$ cat config.mk
export PLATFORM = sky130hd
export DESIGN_NAME = prog_loader
export DESIGN_NICKNAME = d
export VERILOG_FILES = /design/src/rtl/prog_loader.sv
export SDC_FILE = /design/constraint.sdc
export NUM_CORES = 1
export LEC_CHECK = 0
export ABC_AREA = 1
export CORE_UTILIZATION = 45
export CTS_BUF_LIST = sky130_fd_sc_hd__clkbuf_4 sky130_fd_sc_hd__clkbuf_8 sky130_fd_sc_hd__clkbuf_16
export DETAILED_ROUTE_END_ITERATION = 8
export PLACE_DENSITY = 0.65
export SYNTH_ARGS = -nofsm -noshare
export SYNTH_HDL_FRONTEND = slang
export SYNTH_SLANG_ARGS = --single-unit
$ cat constraint.sdc
create_clock -name clk -period 1.55 [get_ports clk]
set_clock_uncertainty 0.2 [all_clocks]
set_input_delay 0.2325 -clock clk [delete_from_list [all_inputs] [get_ports clk]]
set_output_delay 0.2325 -clock clk [all_outputs]
set_load 0.01 [all_outputs]
$ cat src/rtl/prog_loader.sv
`default_nettype none
// ============================================================================
// Module      : prog_loader
// Description : UART (8N1, LSB first) serial writer for the program store.
//               Frame: A5, ADDR_HI, ADDR_LO, LEN, LEN data bytes, CHK (XOR of
//               all bytes after SYNC). Each data byte issues a one-cycle write
//               strobe. cpu_hold is high while a frame is in progress.
//               Optional macro PROG_LOADER_TIMEOUT_EN adds an idle timeout
//               that aborts a stalled frame.
// Revision    : 1.0 - initial release
// ============================================================================
module prog_loader #(
  parameter int CLK_DIV = 87,
  parameter int ADDR_W  = 12
) (
  input  logic              clk,
  input  logic              rst_n,
  input  logic              rxd,
  output logic              mem_we,
  output logic [ADDR_W-1:0] mem_addr,
  output logic [7:0]        mem_wdata,
  output logic              cpu_hold,
  output logic              done,
  output logic              err
);

  localparam logic [11:0] c_half = 12'(CLK_DIV / 2 - 1);
  localparam logic [11:0] c_full = 12'(CLK_DIV - 1);
  localparam logic [7:0]  c_sync = 8'hA5;

  typedef enum logic [1:0] {
    RX_IDLE  = 2'd0,
    RX_START = 2'd1,
    RX_DATA  = 2'd2,
    RX_STOP  = 2'd3
  } rx_state_t;

  typedef enum logic [2:0] {
    F_SYNC = 3'd0,
    F_AH   = 3'd1,
    F_AL   = 3'd2,
    F_LEN  = 3'd3,
    F_DATA = 3'd4,
    F_CHK  = 3'd5
  } f_state_t;

  // Synchronizer plus one extra stage for falling-edge detection
  logic rxd_s1_q, rxd_s2_q, rxd_prev_q;

  // Receiver state
  rx_state_t   rx_state_q, rx_state_d;
  logic [11:0] cnt_q, cnt_d;
  logic [2:0]  bit_q, bit_d;
  logic [7:0]  shift_q, shift_d;
  logic [7:0]  byte_q, byte_d;
  logic        bv_q, bv_d;
  logic        ferr_q, ferr_d;

  // Frame state
  f_state_t          f_state_q, f_state_d;
  logic [ADDR_W-1:0] addr_q, addr_d;
  logic [8:0]        rem_q, rem_d;
  logic [7:0]        chk_q, chk_d;
  logic              mem_we_q, mem_we_d;
  logic [ADDR_W-1:0] mem_addr_q, mem_addr_d;
  logic [7:0]        mem_wdata_q, mem_wdata_d;
  logic              hold_q, hold_d;
  logic              done_q, done_d;
  logic              err_q, err_d;

`ifdef PROG_LOADER_TIMEOUT_EN
  localparam logic [19:0] c_tmo = 20'(16 * CLK_DIV * 10);
  logic [19:0] idle_q, idle_d;
`endif

  // Two-flop synchronizer on the asynchronous receive line
  always_ff @(posedge clk) begin
    if (!rst_n) begin
      rxd_s1_q   <= 1'b1;
      rxd_s2_q   <= 1'b1;
      rxd_prev_q <= 1'b1;
    end else begin
      rxd_s1_q   <= rxd;
      rxd_s2_q   <= rxd_s1_q;
      rxd_prev_q <= rxd_s2_q;
    end
  end

  // Byte receiver next-state: mid-bit sampling, stop bit qualifies the byte
  always_comb begin
    rx_state_d = rx_state_q;
    cnt_d      = cnt_q;
    bit_d      = bit_q;
    shift_d    = shift_q;
    byte_d     = byte_q;
    bv_d       = 1'b0;
    ferr_d     = 1'b0;
    case (rx_state_q)
      RX_IDLE: begin
        if (rxd_prev_q && !rxd_s2_q) begin
          rx_state_d = RX_START;
          cnt_d      = 12'd0;
        end
      end
      RX_START: begin
        if (cnt_q == c_half) begin
          cnt_d      = 12'd0;
          bit_d      = 3'd0;
          // A high line at mid start bit was a glitch; drop it silently
          rx_state_d = rxd_s2_q ? RX_IDLE : RX_DATA;
        end else begin
          cnt_d = cnt_q + 12'd1;
        end
      end
      RX_DATA: begin
        if (cnt_q == c_full) begin
          cnt_d   = 12'd0;
          shift_d = {rxd_s2_q, shift_q[7:1]};
          bit_d   = bit_q + 3'd1;
          if (bit_q == 3'd7) begin
            rx_state_d = RX_STOP;
          end
        end else begin
          cnt_d = cnt_q + 12'd1;
        end
      end
      RX_STOP: begin
        if (cnt_q == c_full) begin
          cnt_d      = 12'd0;
          rx_state_d = RX_IDLE;
          if (rxd_s2_q) begin
            bv_d   = 1'b1;
            byte_d = shift_q;
          end else begin
            ferr_d = 1'b1;
          end
        end else begin
          cnt_d = cnt_q + 12'd1;
        end
      end
      default: rx_state_d = RX_IDLE;
    endcase
  end

  // Byte receiver registers
  always_ff @(posedge clk) begin
    if (!rst_n) begin
      rx_state_q <= RX_IDLE;
      cnt_q      <= 12'd0;
      bit_q      <= 3'd0;
      shift_q    <= 8'd0;
      byte_q     <= 8'd0;
      bv_q       <= 1'b0;
      ferr_q     <= 1'b0;
    end else begin
      rx_state_q <= rx_state_d;
      cnt_q      <= cnt_d;
      bit_q      <= bit_d;
      shift_q    <= shift_d;
      byte_q     <= byte_d;
      bv_q       <= bv_d;
      ferr_q     <= ferr_d;
    end
  end

  // Frame parser next-state; a framing error overrides any byte handling
  always_comb begin
    f_state_d   = f_state_q;
    addr_d      = addr_q;
    rem_d       = rem_q;
    chk_d       = chk_q;
    mem_we_d    = 1'b0;
    mem_addr_d  = mem_addr_q;
    mem_wdata_d = mem_wdata_q;
    hold_d      = hold_q;
    done_d      = 1'b0;
    err_d       = err_q;
`ifdef PROG_LOADER_TIMEOUT_EN
    idle_d = (bv_q || ferr_q || (f_state_q == F_SYNC)) ? 20'd0 : idle_q + 20'd1;
`endif
    if (ferr_q) begin
      f_state_d = F_SYNC;
      err_d     = 1'b1;
      hold_d    = 1'b0;
    end else if (bv_q) begin
      case (f_state_q)
        F_SYNC: begin
          if (byte_q == c_sync) begin
            f_state_d = F_AH;
            hold_d    = 1'b1;
            err_d     = 1'b0;
            chk_d     = 8'd0;
          end
        end
        F_AH: begin
          // Only the low nibble carries address bits; bits 11:8 of the address
          addr_d    = ADDR_W'({byte_q[3:0], 8'h00});
          chk_d     = chk_q ^ byte_q;
          f_state_d = F_AL;
        end
        F_AL: begin
          addr_d    = {addr_q[ADDR_W-1:8], byte_q};
          chk_d     = chk_q ^ byte_q;
          f_state_d = F_LEN;
        end
        F_LEN: begin
          rem_d     = (byte_q == 8'd0) ? 9'd256 : {1'b0, byte_q};
          chk_d     = chk_q ^ byte_q;
          f_state_d = F_DATA;
        end
        F_DATA: begin
          mem_we_d    = 1'b1;
          mem_addr_d  = addr_q;
          mem_wdata_d = byte_q;
          addr_d      = addr_q + 1'b1;
          rem_d       = rem_q - 9'd1;
          chk_d       = chk_q ^ byte_q;
          if (rem_q == 9'd1) begin
            f_state_d = F_CHK;
          end
        end
        F_CHK: begin
          f_state_d = F_SYNC;
          hold_d    = 1'b0;
          if (byte_q == chk_q) begin
            done_d = 1'b1;
          end else begin
            err_d = 1'b1;
          end
        end
        default: f_state_d = F_SYNC;
      endcase
`ifdef PROG_LOADER_TIMEOUT_EN
    end else if ((f_state_q != F_SYNC) && (idle_q == c_tmo - 20'd1)) begin
      f_state_d = F_SYNC;
      err_d     = 1'b1;
      hold_d    = 1'b0;
`endif
    end
  end

  // Frame parser and output registers
  always_ff @(posedge clk) begin
    if (!rst_n) begin
      f_state_q   <= F_SYNC;
      addr_q      <= '0;
      rem_q       <= 9'd0;
      chk_q       <= 8'd0;
      mem_we_q    <= 1'b0;
      mem_addr_q  <= '0;
      mem_wdata_q <= 8'd0;
      hold_q      <= 1'b0;
      done_q      <= 1'b0;
      err_q       <= 1'b0;
    end else begin
      f_state_q   <= f_state_d;
      addr_q      <= addr_d;
      rem_q       <= rem_d;
      chk_q       <= chk_d;
      mem_we_q    <= mem_we_d;
      mem_addr_q  <= mem_addr_d;
      mem_wdata_q <= mem_wdata_d;
      hold_q      <= hold_d;
      done_q      <= done_d;
      err_q       <= err_d;
    end
  end

`ifdef PROG_LOADER_TIMEOUT_EN
  // Idle counter that aborts a frame stalled mid-transfer
  always_ff @(posedge clk) begin
    if (!rst_n) begin
      idle_q <= 20'd0;
    end else begin
      idle_q <= idle_d;
    end
  end
`endif

  assign mem_we    = mem_we_q;
  assign mem_addr  = mem_addr_q;
  assign mem_wdata = mem_wdata_q;
  assign cpu_hold  = hold_q;
  assign done      = done_q;
  assign err       = err_q;

endmodule
`default_nettype wire

# After elaboration in Yosys (flattened, before gate mapping)
# Cells that the tools add are included.
dict set report word_totals {
  register_bits 94
  in_bits 3
  out_inout_bits 24
  wordCells 118
}
dict set report op_classes {
  addsub 4
  eq_ne 23
  muxes 33
  bitwise 6
  n_reduce_logical 31
}
# operator count
set op_table {}
lappend op_table {{$pmux W12 S3} 2}
lappend op_table {{$mux W12} 3}
lappend op_table {{$add A12 B1 Y12 const B} 2}
lappend op_table {{$reduce_and A3 Y1} 8}
lappend op_table {{$pmux W9 S2} 1}
lappend op_table {{$pmux W8 S2} 1}
lappend op_table {{$pmux W3 S5} 1}
lappend op_table {{$ne A2 B2 Y1 const B} 7}
lappend op_table {{$eq A12 B6 Y1 const B} 1}
lappend op_table {{$eq A12 B7 Y1 const B} 1}
lappend op_table {{$mux W2} 6}
lappend op_table {{$mux W3} 4}
lappend op_table {{$reduce_and A4 Y1} 3}
lappend op_table {{$reduce_bool A2 Y1} 6}
lappend op_table {{$eq A3 B3 Y1 const B} 3}
lappend op_table {{$eq A9 B1 Y1 const B} 1}
lappend op_table {{$mux W1} 9}
lappend op_table {{$mux W9} 1}
lappend op_table {{$sub A9 B1 Y9 const B} 1}
lappend op_table {{$eq A8 B8 Y1} 1}
lappend op_table {{$eq A8 B8 Y1 const B} 1}
lappend op_table {{$logic_not A8 Y1} 1}
lappend op_table {{$mux W8} 1}
lappend op_table {{$pmux W2 S4} 1}
lappend op_table {{other kinds (20)} 31}

# Depth between registers and ports, before layout
# Gate-level depths: netlist of run 1.
dict set report logic_depth {
  depth_word 5
  mapped_depth 13
  depth_no_buf 13
}

# Worst setup path before layout of run 1
# OpenSTA, ideal clock, no wires.
dict set report synth_path {
  path_kind {flip-flop to flip-flop}
  startpoint {register cnt_q[0]}
  endpoint {register byte_q[5]}
  setup_time_ns 0.123
  arrival_time_ns 1.270
  required_time_ns 1.227
  slack_ns -0.043
  stages_incl_launch_ff 11
  path_buffers 1
  synth_period_minus_slack_ns 1.593
  path_cell_list {dfxtp_1 > inv_1 > ha_1 > nand2_1 > inv_1 > nand2_1 > nor2_2 > nand4_2 > buf_6 > o21ai_0 > a21oi_1}
}
dict set report synth_via {
  elab_chain_len 2
}
# item line_no
set synth_lines {}
lappend synth_lines {{start, declared} 52} ;# logic [11:0] cnt_q, cnt_d;
lappend synth_lines {{start signal, assigned} 157} ;# cnt_q <= cnt_d;
lappend synth_lines {{$eq A12 B7 Y1} 128} ;# if (cnt_q == c_full) begin
lappend synth_lines {{$reduce_and A3 Y1 (no source line)} --}
lappend synth_lines {{end signal, assigned} 160} ;# byte_q <= byte_d;
lappend synth_lines {{end, declared} 55} ;# logic [7:0] byte_q, byte_d;
# Every way passes these cells.
# A chain may end at the register's enable or synchronous reset.

# Worst setup path in the final report of run 1
dict set report layout_path {
  startpoint {register cnt_q[0]}
  endpoint {register cnt_q[9]}
}
dict set report layout_via {
  elab_chain_len 3
  word_cells_on_any_way 6
  cone_classes {1 x add/sub; 2 x eq/ne; 3 x mux}
}
# item line_no
set layout_lines {}
lappend layout_lines {{$add A12 B1 Y12, or another cell as far along} {112, 124, 138}}
lappend layout_lines {{$mux W12 (on tied branches)} {116, 128, 106}}
lappend layout_lines {{$pmux W12 S3 (*)} 98} ;# case (rx_state_q)
# Every way passes the cells marked *; elsewhere a longest branch is shown, timed or not.

==> qor.yml, run 1 <==
pwr:
  leakage_nw: 3.03
  ir_worst_vdd_mv: 0.478
  combPwrFrac: 0.057
  p_int_w: 0.00311
  clkPwrFrac: 0.368
  p_sw_frac: 0.264
  seq_power_share: 0.575
  power_density_mw_per_mm2: 599
  p_switching_w: 0.00112
routing:
  via_per_inst: 5.50
  wirelength_um: 15200
  drc: 0
  ant_nets: 0
  drt_iter0_drc: 376
  drtPass1Iterations: 8
  dr_total_vias: 5213
  wl_per_cell_um: 16.0
clock_tree:
  clkLatencyLatePin_ns: 0.38
  cts_tree: "yes"
  clkSlewWorstSetupHoldPaths_ns: 0.11
  cts_buffers: 9
  clock_sinks: 94
  ctsRootBufferMaster: "clkbuf_8"
  htreeDepth: 3
  clockBufferDepth: 2
critical_path:
  critical-path-max-stage-delay_ns: 0.35
  rr_worst_depth: 12
  cp.required_ns: 1.61
  path_cells: "inv_2 -> ha_4 -> nand2_2 -> inv_2 -> nand2_2 -> nor2_4 -> nand2_2 -> nand2_4 -> buf_12 -> nand2_4 -> nand3b_1 -> a21oi_1"
  critPathKind: "reg2reg"
  crit_top_cell: "nand2_2"
  cp-end-kind: "register"
  cp-start-kind: "register"
  worstPathMaxFanout: 5
  cp_data_arrival_time_ns: 1.83
  crit_slowest_cell: "dfxtp_2"
global_routing:
  grt_max_degree: 50
  track_usage: 0.240
  gr-total-overflow: 0
  grt_pass1_wl_um: 21300
  grt_pass1_vias: 4527
  antenna_found_initial: 0
yosys:
  syn_area_mm2: 0.00468
  avgSynthCellArea_um2: 7.00
  synthArstFlopShare: 0
  synthCells: 669
  ys_ff_latch: 94
  yosys.cell_types.count: 43
  synth_top_flop_cell: "dfxtp_1"
  yosysWarnings: 0
  synth_fp_nets: 679
  yosysSeqAreaShare: 0.402
  synth_edf_count: 0
floorplan:
  core_mm2: 0.00991
  die_h_um: 104
  design.die.area_mm2: 0.0108
  num_rows: 36
  initial_core_util: 0.473
  io_pins: 27
  die_x_um: 104
layout:
  syn_to_final_growth_pct: 50.8
  fillCellCount: 742
  antenna_cells: 0
  layout_commonest_cell: "nand2_1"
  fin_nets: 819
  layout_common_cells: "nand2_1 (96), buf_4 (85), dfxtp_1 (71), inv_1 (57), a21oi_1 (52)"
  drive_gt1_frac: 0.436
timing:
  fin_crit_sh: 1.14
  timing.final.ws_setup_ns: -0.219
  timing_hold_violations_final: 0
  hold_ws_ns: 0.0870
  setup_viol: 66
  report.final.slew_viol_count: 0
  worst_pin_slew_ns: 0.591
  fmax_ghz: 0.565
  tns_ns: -6.54
  slew_headroom: 0.606
  rsz0062_at_grt: "yes"
  min_period_ns: 1.77
placement:
  portBuffers: 26
  place.gp.congestion: 0.895
  hpwl_um: 8770
hold_path:
  hold_depth: 4
  hp-class: "in2reg"
outcome:
  violations: "setup timing"
  run_status: "finished, violations left"
job:
  maxCapViolCount: 0
==> synth_stat cells, types with 6 or more instances <==
master	count	share of area
nand4_1	13	0.017
or2_2	6	0.0080
nand2_1	126	0.10
nor3_1	18	0.019
clkbuf_1	6	0.0048
inv_1	72	0.058
nand2_2	6	0.0080
nor2_1	72	0.058
o21ai_1	11	0.012
a21oi_1	85	0.091
dfxtp_1	94	0.40
inv_2	8	0.0064
nand3_1	29	0.031
o21ai_0	61	0.065
ha_1	7	0.019
==> stage by stage <==
step	power [W]	util	area [um^2]	setup slack (ns)	instances
finish	0.00423	0.713	7060	-0.219	947
CTS	0.00422	0.622	6170	-0.149	920
detailed placement	0.00267	0.567	5620	-0.235	892
global placement	0.00267	0.567	5620	-0.178	892
floorplan	0.00260	-	4700	-0.00672	669
global route	0.00436	0.713	7060	-0.291	947
==> final cells by class <==
class / count / area, um^2 / share of cell area
tap: 133 / 166 / 0.0236
clock inverter: 7 / 58.8 / 0.00833
clock buffer: 9 / 124 / 0.0175
timing repair buffer: 146 / 1360 / 0.192
multi-input combinational: 472 / 3050 / 0.432
sequential: 94 / 1920 / 0.272
timing repair inverter: 2 / 17.5 / 0.00248
inverter: 84 / 365 / 0.0517
==> per-layer routing <==
metal | GRT usage | up-vias | part of all wire
met4 | 0.0745 | 0 | 0.029
met2 | 0.392 | 194 | 0.48
met5 | 0 | - | 0
li1 | - | 2487 | -
met3 | 0.0420 | 35 | 0.060
met1 | 0.322 | 2497 | 0.43
==> critical path: cells and delay by family, from the launching register on <==
kind            cells  cell delay (ns)
buf+inv             3             0.24
flops               1             0.35
fa+ha+maj           1             0.15
compound gates      1             0.07
simple gates        7             0.67
==> logic make-up (layout without fill, tap and decap cells) <==
logic type	Yosys count	count (layout)	share of synthesized area
simple gates	286	289	0.277
xor+xnor	4	4	0.00748
flops	94	94	0.402
buf+inv	106	248	0.102
compound gates	172	172	0.193
fa+ha+maj	7	7	0.0187
==> power groups by stage <==
stage	sequential, W	combinational, W	clock, W
after floorplan	0.00249	0.000107	0
after global placement	0.00249	0.000175	0
after detailed placement	0.00249	0.000177	0
after CTS	0.00244	0.000214	0.00157
after global routing	0.00243	0.000258	0.00167
final	0.00243	0.000243	0.00155
==> registers in the layout, indices dropped and copies added (netlist names), named ones only <==
| register | flops |
|---|---|
| bv_q | 1 |
| ferr_q | 1 |
| byte_q | 8 |
| chk_q | 8 |
| bit_q | 3 |
| cpu_hold | 1 |
| rx_state_q | 1 |
| mem_we | 1 |
| done | 1 |
| rxd_prev_q | 1 |
| rxd_s1_q | 1 |
| rem_q | 9 |
| err | 1 |
| shift_q | 8 |
| mem_addr | 12 |
| addr_q | 12 |
| f_state_q | 3 |
| rxd_s2_q | 1 |
| cnt_q | 12 |
| mem_wdata | 8 |
==> what timing repair did <==
item / in CTS / in global routing
hold endpoints to repair: 0 / 1
gates cloned: 3 / 6
resized for setup: 122 / 203
setup buffers: 9 / 21
pin swaps: 32 / 70
setup endpoints to repair: 84 / 71
hold buffers: 0 / 1
==> path summary, 6_finish.rpt <==
path / start / slack, ns / end
max: cnt_q[0]$_SDFFE_PN0P_ / -0.22 / cnt_q[9]$_SDFFE_PN0P_
min reg2reg: rxd_s1_q$_SDFF_PN1_ / 0.22 / rxd_s2_q$_SDFF_PN1_
min: rst_n / 0.09 / err$_SDFFE_PN0P_
max reg2reg: cnt_q[0]$_SDFFE_PN0P_ / -0.22 / cnt_q[9]$_SDFFE_PN0P_
Note: power is estimated with default switching activity, not from simulation.
==> run 2: changes to the inputs <==
Settings changed: CTS_CLUSTER_SIZE set to 28.
==> results of run 2 <==
Same layout as run 1: the final DEF is identical, and so are final timing and power.
==> run 3: changes to the inputs <==
Settings changed: CORE_UTILIZATION 45 to 54, MAX_ROUTING_LAYER set to met4, PLACE_DENSITY 0.65 to 0.76.
==> run 3 against run 2 <==
  * First-iteration DRC count is 44% higher
  * Sequential share of layout area is 0.73 points higher
  * The run still ends with setup timing left
  * Non-clock buffer count is 12 lower
  * Largest power group unchanged
==> qor.yml, run 3 (same netlist as run 1, synthesis figures left out) <==
outcome:
  run_status: "finished, violations left"
  violations: "setup timing"
critical_path:
  cp_data_arrival_time_ns: 2.00  # +0.17 ns
  startpoint: "cnt_q[0]$_SDFFE_PN0P_"
  r2r-start: "cnt_q[0]$_SDFFE_PN0P_"
  r2r_slack_ns: -0.33  # -0.11 ns
  cp.required_ns: 1.67  # +0.06 ns
  cp-end-kind: "register"
  reg2reg_to: "shift_q[0]$_SDFFE_PN0P_"
  worstPathMaxFanout: 6  # +1
  rr_worst_depth: 9  # -3
  cp-start-kind: "register"
  critPathKind: "reg2reg"
  critPathCapture: "shift_q[0]$_SDFFE_PN0P_"
clock_tree:
  clock_sinks: 94  # unchanged
  clkSlewWorstSetupHoldPaths_ns: 0.11  # about the same
  clkLatencyLatePin_ns: 0.39  # about the same
  ctsRootBufferMaster: "clkbuf_8"
  cts_tree: "yes"
  htreeDepth: 3  # unchanged
  cts_buffers: 9  # unchanged
  clockBufferDepth: 2  # unchanged
floorplan:
  io_pins: 27  # unchanged
  core_mm2: 0.00830  # -16%
  design.die.area_mm2: 0.00905  # -16%
  num_rows: 33  # -8.3%
  die_x_um: 95.1  # -8.5%
  initial_core_util: 0.564  # +0.0917
  die_h_um: 95.1  # -8.5%
layout:
  fin_nets: 806  # -1.6%
  syn_to_final_growth_pct: 46.8
  layout_common_cells: "nand2_1 (101), buf_4 (84), dfxtp_1 (69), inv_1 (61), nor2_1 (50)"
  antenna_cells: 0  # unchanged
  final_area_mm2: 0.00688  # -2.6%
  utilization: 0.829  # +0.116
  drive_gt1_frac: 0.411  # -0.0249
  layout_commonest_cell: "nand2_1"
  layout.cells.non_filler: 905  # -4.4%
job:
  maxCapViolCount: 0  # unchanged
timing:
  fmax_ghz: 0.533  # -5.8%
  timing.final.ws_setup_ns: -0.328  # -0.109 ns
  fin_crit_sh: 1.21  # +0.0704
  report.final.slew_viol_count: 0  # unchanged
  rsz0062_at_grt: "yes"
  setup_viol: 62  # -6.1%
  timing_hold_violations_final: 0  # unchanged
  min_period_ns: 1.88  # +0.109 ns
  slew_headroom: 0.751  # +0.146
  worst_pin_slew_ns: 0.369  # -0.222 ns
placement:
  place_area_mm2: 0.00559  # -0.53%
  portBuffers: 26  # unchanged
  hpwl_um: 8780  # +0.11%
  pre_cts_ws_ns: -0.171  # +0.0632 ns
  placed_cells_incl_taps: 859  # -3.7%
  place.gp.congestion: 0.901  # +0.65%
global_routing:
  gr-total-overflow: 0  # unchanged
  grt_max_degree: 47  # -6.0%
  antenna_found_initial: 0  # unchanged
  track_usage: 0.319  # +0.0794
  grt_pass1_wl_um: 22000  # +3.2%
  grt_pass1_vias: 4772  # +5.4%
routing:
  drt_iter0_drc: 541  # +44%
  drtPass1Iterations: 6  # -2
  wirelength_um: 18200  # +20%
  drc: 0  # unchanged
  wl_per_cell_um: 20.1  # +26%
  dr_total_vias: 5732  # +10%
  ant_nets: 0  # unchanged
  via_per_inst: 6.33  # +15%
pwr:
  power_density_mw_per_mm2: 622  # +3.9%
  ir_worst_vdd_mv: 0.668  # +40%
  leakage_nw: 3.00  # -1.1%
  power.total_w: 0.00428  # +1.2%
hold_path:
  hp-class: "in2reg"
[run 3: cell count changes in the layout (fill, tap and decap cells not counted), moves of 5 or more]
cell     before  now
nand3_1      21   15
nand2_2      25   17
buf_6        23   12
a21oi_1      52   46
nand2_1      96  101
o21ai_0      14   31
a21oi_2      34   39
o21ai_2      28   12
[run 3: worst min-delay path by stage]
stage	startpoint	to	slack, ns	cells after the start
3_3_place_gp	cpu_hold$_SDFFE_PP0P_	cpu_hold$_SDFFE_PP0P_	0.25	2
2_1_floorplan	rxd	rxd_s1_q$_SDFF_PN1_	0.14	1
5_1_grt	rxd	rxd_s1_q$_SDFF_PN1_	0.24	2
3_5_place_dp	cpu_hold$_SDFFE_PP0P_	cpu_hold$_SDFFE_PP0P_	0.25	2
6_report	rxd	rxd_s1_q$_SDFF_PN1_	0.25	2
4_1_cts	rxd	rxd_s1_q$_SDFF_PN1_	0.23	2
[run 3: layout make-up]
class	instances	area [um^2]
Tap cell	105	131
Clock inverter	6	46.3
Timing Repair Buffer	134	1230
Fill cell	410	1420
Timing Repair inverter	2	20.0
Sequential cell	94	1920
Multi-Input combinational cell	471	3050
Clock buffer	9	124
Inverter	84	363
[run 3: layer usage]
layer / global-route usage / vias to the layer above / share of wire
met5: - / - / 0
met4: 0.115 / 0 / 0.071
met3: 0.0478 / 185 / 0.099
met2: 0.526 / 428 / 0.46
met1: 0.396 / 2664 / 0.37
li1: - / 2455 / -
[run 3: stage by stage]
stage	TNS, ns	hold slack, ns
2_1_floorplan	-0.00672	0.139
3_3_place_gp	-3.84	0.246
3_5_place_dp	-5.94	0.245
4_1_cts	-1.87	0.229
5_1_grt	-13.83	0.239
6_report	-9.71	0.246
[run 3: timing repair]
| action | in CTS | in global routing |
|---|---|---|
| resized for setup | 119 | 172 |
| gates cloned | 4 | 4 |
| pin swaps | 24 | 65 |
| endpoints found under the setup margin | 85 | 78 |
| setup buffers | 13 | 11 |
| hold buffers | 0 | 0 |
[run 3: power breakdown]
group	total (W)	internal [W]	leakage, nW	switching, W
registers	0.00243	0.00242	0.771	0.0000132
logic	0.000270	0.000103	2.14	0.000167
clock network	0.00157	0.000587	0.0821	0.000988
[run 3: worst max-delay path, cell delays in order (launching register included)]
cell and delay, ns:
dfxtp_2 0.35, inv_2 0.08, ha_4 0.16, nand2_4 0.06
inv_2 0.06, nand4_1 0.20, nor2_2 0.20, buf_2 0.20
o21ai_0 0.14, nor2_1 0.15
==> variant 1, RTL diff (config.mk and constraints of run 3) <==
Set the parameter `ADDR_W` to 13 (it was 12).
--- a/src/rtl/prog_loader.sv
+++ b/src/rtl/prog_loader.sv
@@ -12,5 +12,5 @@
 module prog_loader #(
   parameter int CLK_DIV = 87,
-  parameter int ADDR_W  = 12
+  parameter int ADDR_W  = 13
 ) (
   input  logic              clk,
Interface: changed (resized mem_addr); port bits go from 27 to 28. The function was not compared with the original's and may differ.
==> variant 1 against run 3 <==
The run still ends with setup timing left. Die area is 2.8% lower. Area after synthesis is 2.9% lower. Largest power group unchanged. Fmax is 2.3% lower. Wire length is 4.8% higher. Sequential cell count is 2 higher. Worst setup slack worse by 0.045 ns. Final area is 3.1% higher. Total power is 12% higher. Highest routed layer unchanged.
==> variant 1: results (changes against run 3) <==
stage,metric,value,unit,change
layout,drive_gt1_share,46.60,%,+5.5 points
grt,grt_max_degree,28,,-40%
place,dp_hpwl,8.264,mm,-5.9%
synthesis,synth.distinct_cells,42,,-2.3%
pwr,pg_seq,2.49,mW,+2%
critical_path,crit_slowest_cell,dfxtp_1,,
pwr,p_leak,2.890,nW,-3.6%
timing,fin_setup_tns,-14.91,ns,-5.206 ns
place,dpl_cell_area,0.005498,mm²,-1.7%
pwr,swShare,26.29,%,-1.0 points
critical_path,cp_max_fo,5,,-1
status,status,"finished, violations left",,
critical_path,reg2reg_depth,7,,-2
timing,tightest_slew,0.4132,ns,+0.04433 ns
critical_path,arrival,2.04,ns,+0.04 ns
detailed_routing,vias_per_cell,6.445,,+1.8%
pwr,pg_clk,1.95,mW,+24%
timing,setup_ws,-0.3723,ns,-0.04455 ns
grt,grt_first_pass_wirelength,21.06,mm,-4.2%
place,post-place-ws,-0.1715,ns,-0.00002300 ns
detailed_routing,drt-initial-drc-count,723,,+34%
synthesis,synthCells,622,,-7.0%
critical_path,max_stage_delay,0.46,ns,+0.11 ns
synthesis,seq_area_frac_synth,42.27,%,+2.1 points
pwr,p_per_area,675.6,mW/mm²,+8.6%
place,place_congestion,0.8642,,-4.1%
detailed_routing,wirelength,19.09,mm,+4.8%
clock_network,clk_latency,0.40,ns,
synthesis,yosys_warnings,0,,unchanged
synthesis,synth_area_leaders,"dfxtp_1 (42%), a21oi_1 (9.5%), o21ai_0 (8.0%)",,
layout,final_nets,754,,-6.5%
place,io_buffers,27,,+3.8%
critical_path,path_delay_family,simple AND/OR/NAND/NOR gates,,
grt,grt_pass1_vias,4544,,-4.8%
status,violations,setup timing,,
timing,setup_viol,93,,+50%
layout,layout.cells.non_filler,854,,-5.6%
synthesis,synth_commonest_cells,"dfxtp_1 (96), nand2_1 (89), a21oi_1 (86)",,
grt,grt_usage,31.54,%,-0.39 points
layout,n_fill_cell,354,,-14%
synthesis,synth_fp_nets,632,,-6.9%
place,place_inst,806,,-6.2%
worst_hold_path,whs_path_depth,2,,unchanged
pwr,vdd_drop_max,756.9,µV,+13%
[variant 1: cell types whose count changed after synthesis, sizes merged, moves of 4 or more]
| cell | change |
|---|---|
| nand2 | -37 |
| nand3 | -11 |
| nor2 | -11 |
| o21ai | +9 |
| nor3 | -8 |
| xnor2 | +6 |
| inv | -5 |
| o211ai | +5 |
| or2 | -4 |
[variant 1: worst paths after layout]
path	to	slack (ns)
min	rxd_s1_q$_SDFF_PN1_	0.21
max reg2reg	flop	-0.37
min reg2reg	cpu_hold$_SDFFE_PP0P_	0.27
max	flop	-0.37
[variant 1: final cells by class]
type | instances | area, µm² | share of cell area [%]
clock inverters | 6 | 92.59 | 1.306
flip-flops and latches | 96 | 1948 | 27.47
clock buffers | 10 | 131.4 | 1.853
multi-input cells | 427 | 3178 | 44.81
well taps | 105 | 131.4 | 1.853
repair buffers | 131 | 1254 | 17.68
inverters | 79 | 356.6 | 5.028
[variant 1: repair_timing]
item | CTS | global route
setup endpoints to repair | 100 | 87
buffers inserted | 12 | 17
gates resized for setup | 114 | 250
cloned | 3 | 4
pin swaps | 44 | 63
[variant 1: logic make-up (layout without fill, tap and decap cells)]
group | Yosys count | in the layout | share of synthesized area [%]
adders and majority gates | 7 | 7 | 1.926
xor gates and xnor gates | 13 | 13 | 2.504
and+or+nand+nor | 215 | 217 | 21.63
DFF | 96 | 96 | 42.27
AOI/OAI and AO/OA | 189 | 190 | 22.26
buffers and inverters | 102 | 226 | 9.411
[variant 1: per-layer routing]
| metal | up-vias | wire length [µm] | GRT usage, % |
|---|---|---|---|
| li1 | 2324 | - | - |
| met1 | 2576 | 7020 | 38.24 |
| met2 | 442 | 9040 | 49.27 |
| met3 | 162 | 1747 | 7.605 |
| met4 | 0 | 1285 | 15.00 |
| met5 | - | 0 | - |
==> variant 2, RTL diff (flow settings as in run 3) <==
Without the edit above. Re-encode `f_state_t` (6 states) as Gray code, 3 bits wide.
--- a/src/rtl/prog_loader.sv
+++ b/src/rtl/prog_loader.sv
@@ -37,10 +37,10 @@
 
   typedef enum logic [2:0] {
-    F_SYNC = 3'd0,
-    F_AH   = 3'd1,
-    F_AL   = 3'd2,
-    F_LEN  = 3'd3,
-    F_DATA = 3'd4,
-    F_CHK  = 3'd5
+    F_SYNC = 3'b000,
+    F_AH   = 3'b001,
+    F_AL   = 3'b011,
+    F_LEN  = 3'b010,
+    F_DATA = 3'b110,
+    F_CHK  = 3'b111
   } f_state_t;
 
Behaviour: same outputs for any inputs over 10 cycles, from zero or initial values and one cycle with rst_n low; not proved beyond that.
==> variant 2 against run 3 <==
The flow still finishes with violations (setup timing). Wire length up 12%. Total power is 6.6% higher. Area after synthesis is 3.3% lower. Sequential cell count did not move. Worst setup slack lost 0.19 ns. Critical path depth is 3 lower. Final area rose by 4.7%. Die area is 3.3% lower. Largest power group unchanged. Highest routed layer unchanged.
==> variant 2: results (changes against run 3) <==
stage,metric,value,unit,change
critical_path,startpoint,byte_q[7]$_SDFFE_PN0P_,,
detailed_routing,wl_met2,9.339,mm,+11%
layout,bufAreaShareNonClock,20.80,%,+3.0 points
critical_path,crit_slowest_cell,xnor2_2,,
synthesis,synth_commonest_cells,"nand2_1 (104), dfxtp_1 (94), a21oi_1 (87)",,
timing,setup_viol,91,,+47%
place,post-place-ws,-0.2063,ns,-0.03480 ns
grt,grtUsageMet1,40.89,%,+1.3 points
critical_path,arrival,2.18,ns,+0.18 ns
synthesis,seq_area_frac_synth,41.57,%,+1.4 points
grt,grt_use_met3,4.309,%,-0.48 points
place,dpl_cell_area,0.005527,mm²,-1.2%
critical_path,r2r_setup_slack,-0.52,ns,-0.19 ns
layout,final_nets,789,,-2.1%
critical_path,reg2reg_depth,6,,-3
synthesis,synth.distinct_cells,46,,+7.0%
grt,grtUsageMet2,56.68,%,+4.1 points
place,dp_hpwl,8.588,mm,-2.2%
clock_network,h-tree-depth,3,,unchanged
clock_network,clk_latency,0.41,ns,+0.02 ns
timing,whs,0.2119,ns,-0.03423 ns
layout,multiInputGateArea,0.003088,mm²,+1.4%
detailed_routing,vias_per_cell,6.477,,+2.3%
layout,seq_area_share,26.74,%,-1.2 points
layout,clk_share,2.728,%,+0.25 points
critical_path,max_stage_delay,0.40,ns,+0.05 ns
synthesis,synth.avg_cell_area,7.151,µm²,+2.2%
grt,grt_usage,33.90,%,+2.0 points
layout,n_all_inverters,84,,-2.3%
layout,n_fill_cell,335,,-18%
critical_path,cp_max_fo,4,,-2
status,violations,setup timing,,
place,place_inst,830,,-3.4%
timing,tightest_slew,0.4801,ns,+0.1112 ns
critical_path,crit_path_end,done$_SDFF_PP0_,,
layout,drive_gt1_share,48.85,%,+7.7 points
detailed_routing,drt-initial-drc-count,563,,+4.1%
detailed_routing,wl_met3,2.229,mm,+24%
place,place_congestion,0.8760,,-2.8%
layout,n_all_buffers,157,,+17%
synthesis,synthesis.area,0.004527,mm²,-3.3%
worst_hold_path,whs_path_depth,2,,unchanged
detailed_routing,wire_per_inst,22.91,µm,+14%
detailed_routing,wl_met1,7.046,mm,+4.7%
layout,seq_area,0.001926,mm²,+0.26%
grt,grt_first_pass_wirelength,22.58,mm,+2.7%
pwr,vdd_drop_max,604.0,µV,-9.5%
grt,grt_max_degree,29,,-38%
detailed_routing,topRoutingLayerUsed,met4,,
timing,fin_setup_tns,-20.20,ns,-10.49 ns
synthesis,synthArstFlopShare,0,%,unchanged
pwr,p_leak,2.972,nW,-0.82%
grt,grt_pass1_vias,4717,,-1.2%
status,status,"finished, violations left",,
synthesis,synth_fp_nets,643,,-5.3%
detailed_routing,vias,5758,,+0.45%
layout,multi_input_cells,433,,-8.1%
synthesis,synth_area_leaders,"dfxtp_1 (42%), a21oi_1 (9.6%), nand2_1 (8.6%)",,
worst_hold_path,min_to,rxd_s1_q$_SDFF_PN1_,,
timing,setup_ws,-0.5169,ns,-0.1891 ns
variant 2: changes by cell type in the layout (fill, tap and decap cells not counted), sizes merged, moves of 3 or more:
cell    delta
nand3      -4
a211oi     +3
a21oi      +4
nor4       +4
o21ai      +5
nor2      -13
nor3       -9
buf       +23
nand4      -9
xnor2      +4
nand2     -26
variant 2: logic make-up after synthesis:
group	Yosys count	share of synthesized area [%]
AND/OR/NAND/NOR	227	22.47
adder cells (fa/ha/maj)	7	1.935
buffers and inverters	108	10.25
flip-flops	94	41.57
XOR/XNOR	7	1.354
AO/OA/AOI/OAI	190	22.42
variant 2: power by group:
| group | internal (mW) | leakage, nW | switching (mW) |
|---|---|---|---|
| Combinational | 0.141 | 2.10 | 0.240 |
| Clock | 0.635 | 0.0970 | 1.10 |
| Sequential | 2.42 | 0.771 | 0.0198 |
| Total | 3.20 | 2.97 | 1.36 |
variant 2: repair_timing:
action	CTS	global route
gates cloned	3	3
pin swaps	40	66
gates resized for setup	162	189
setup endpoints to repair	84	89
buffers inserted	17	22
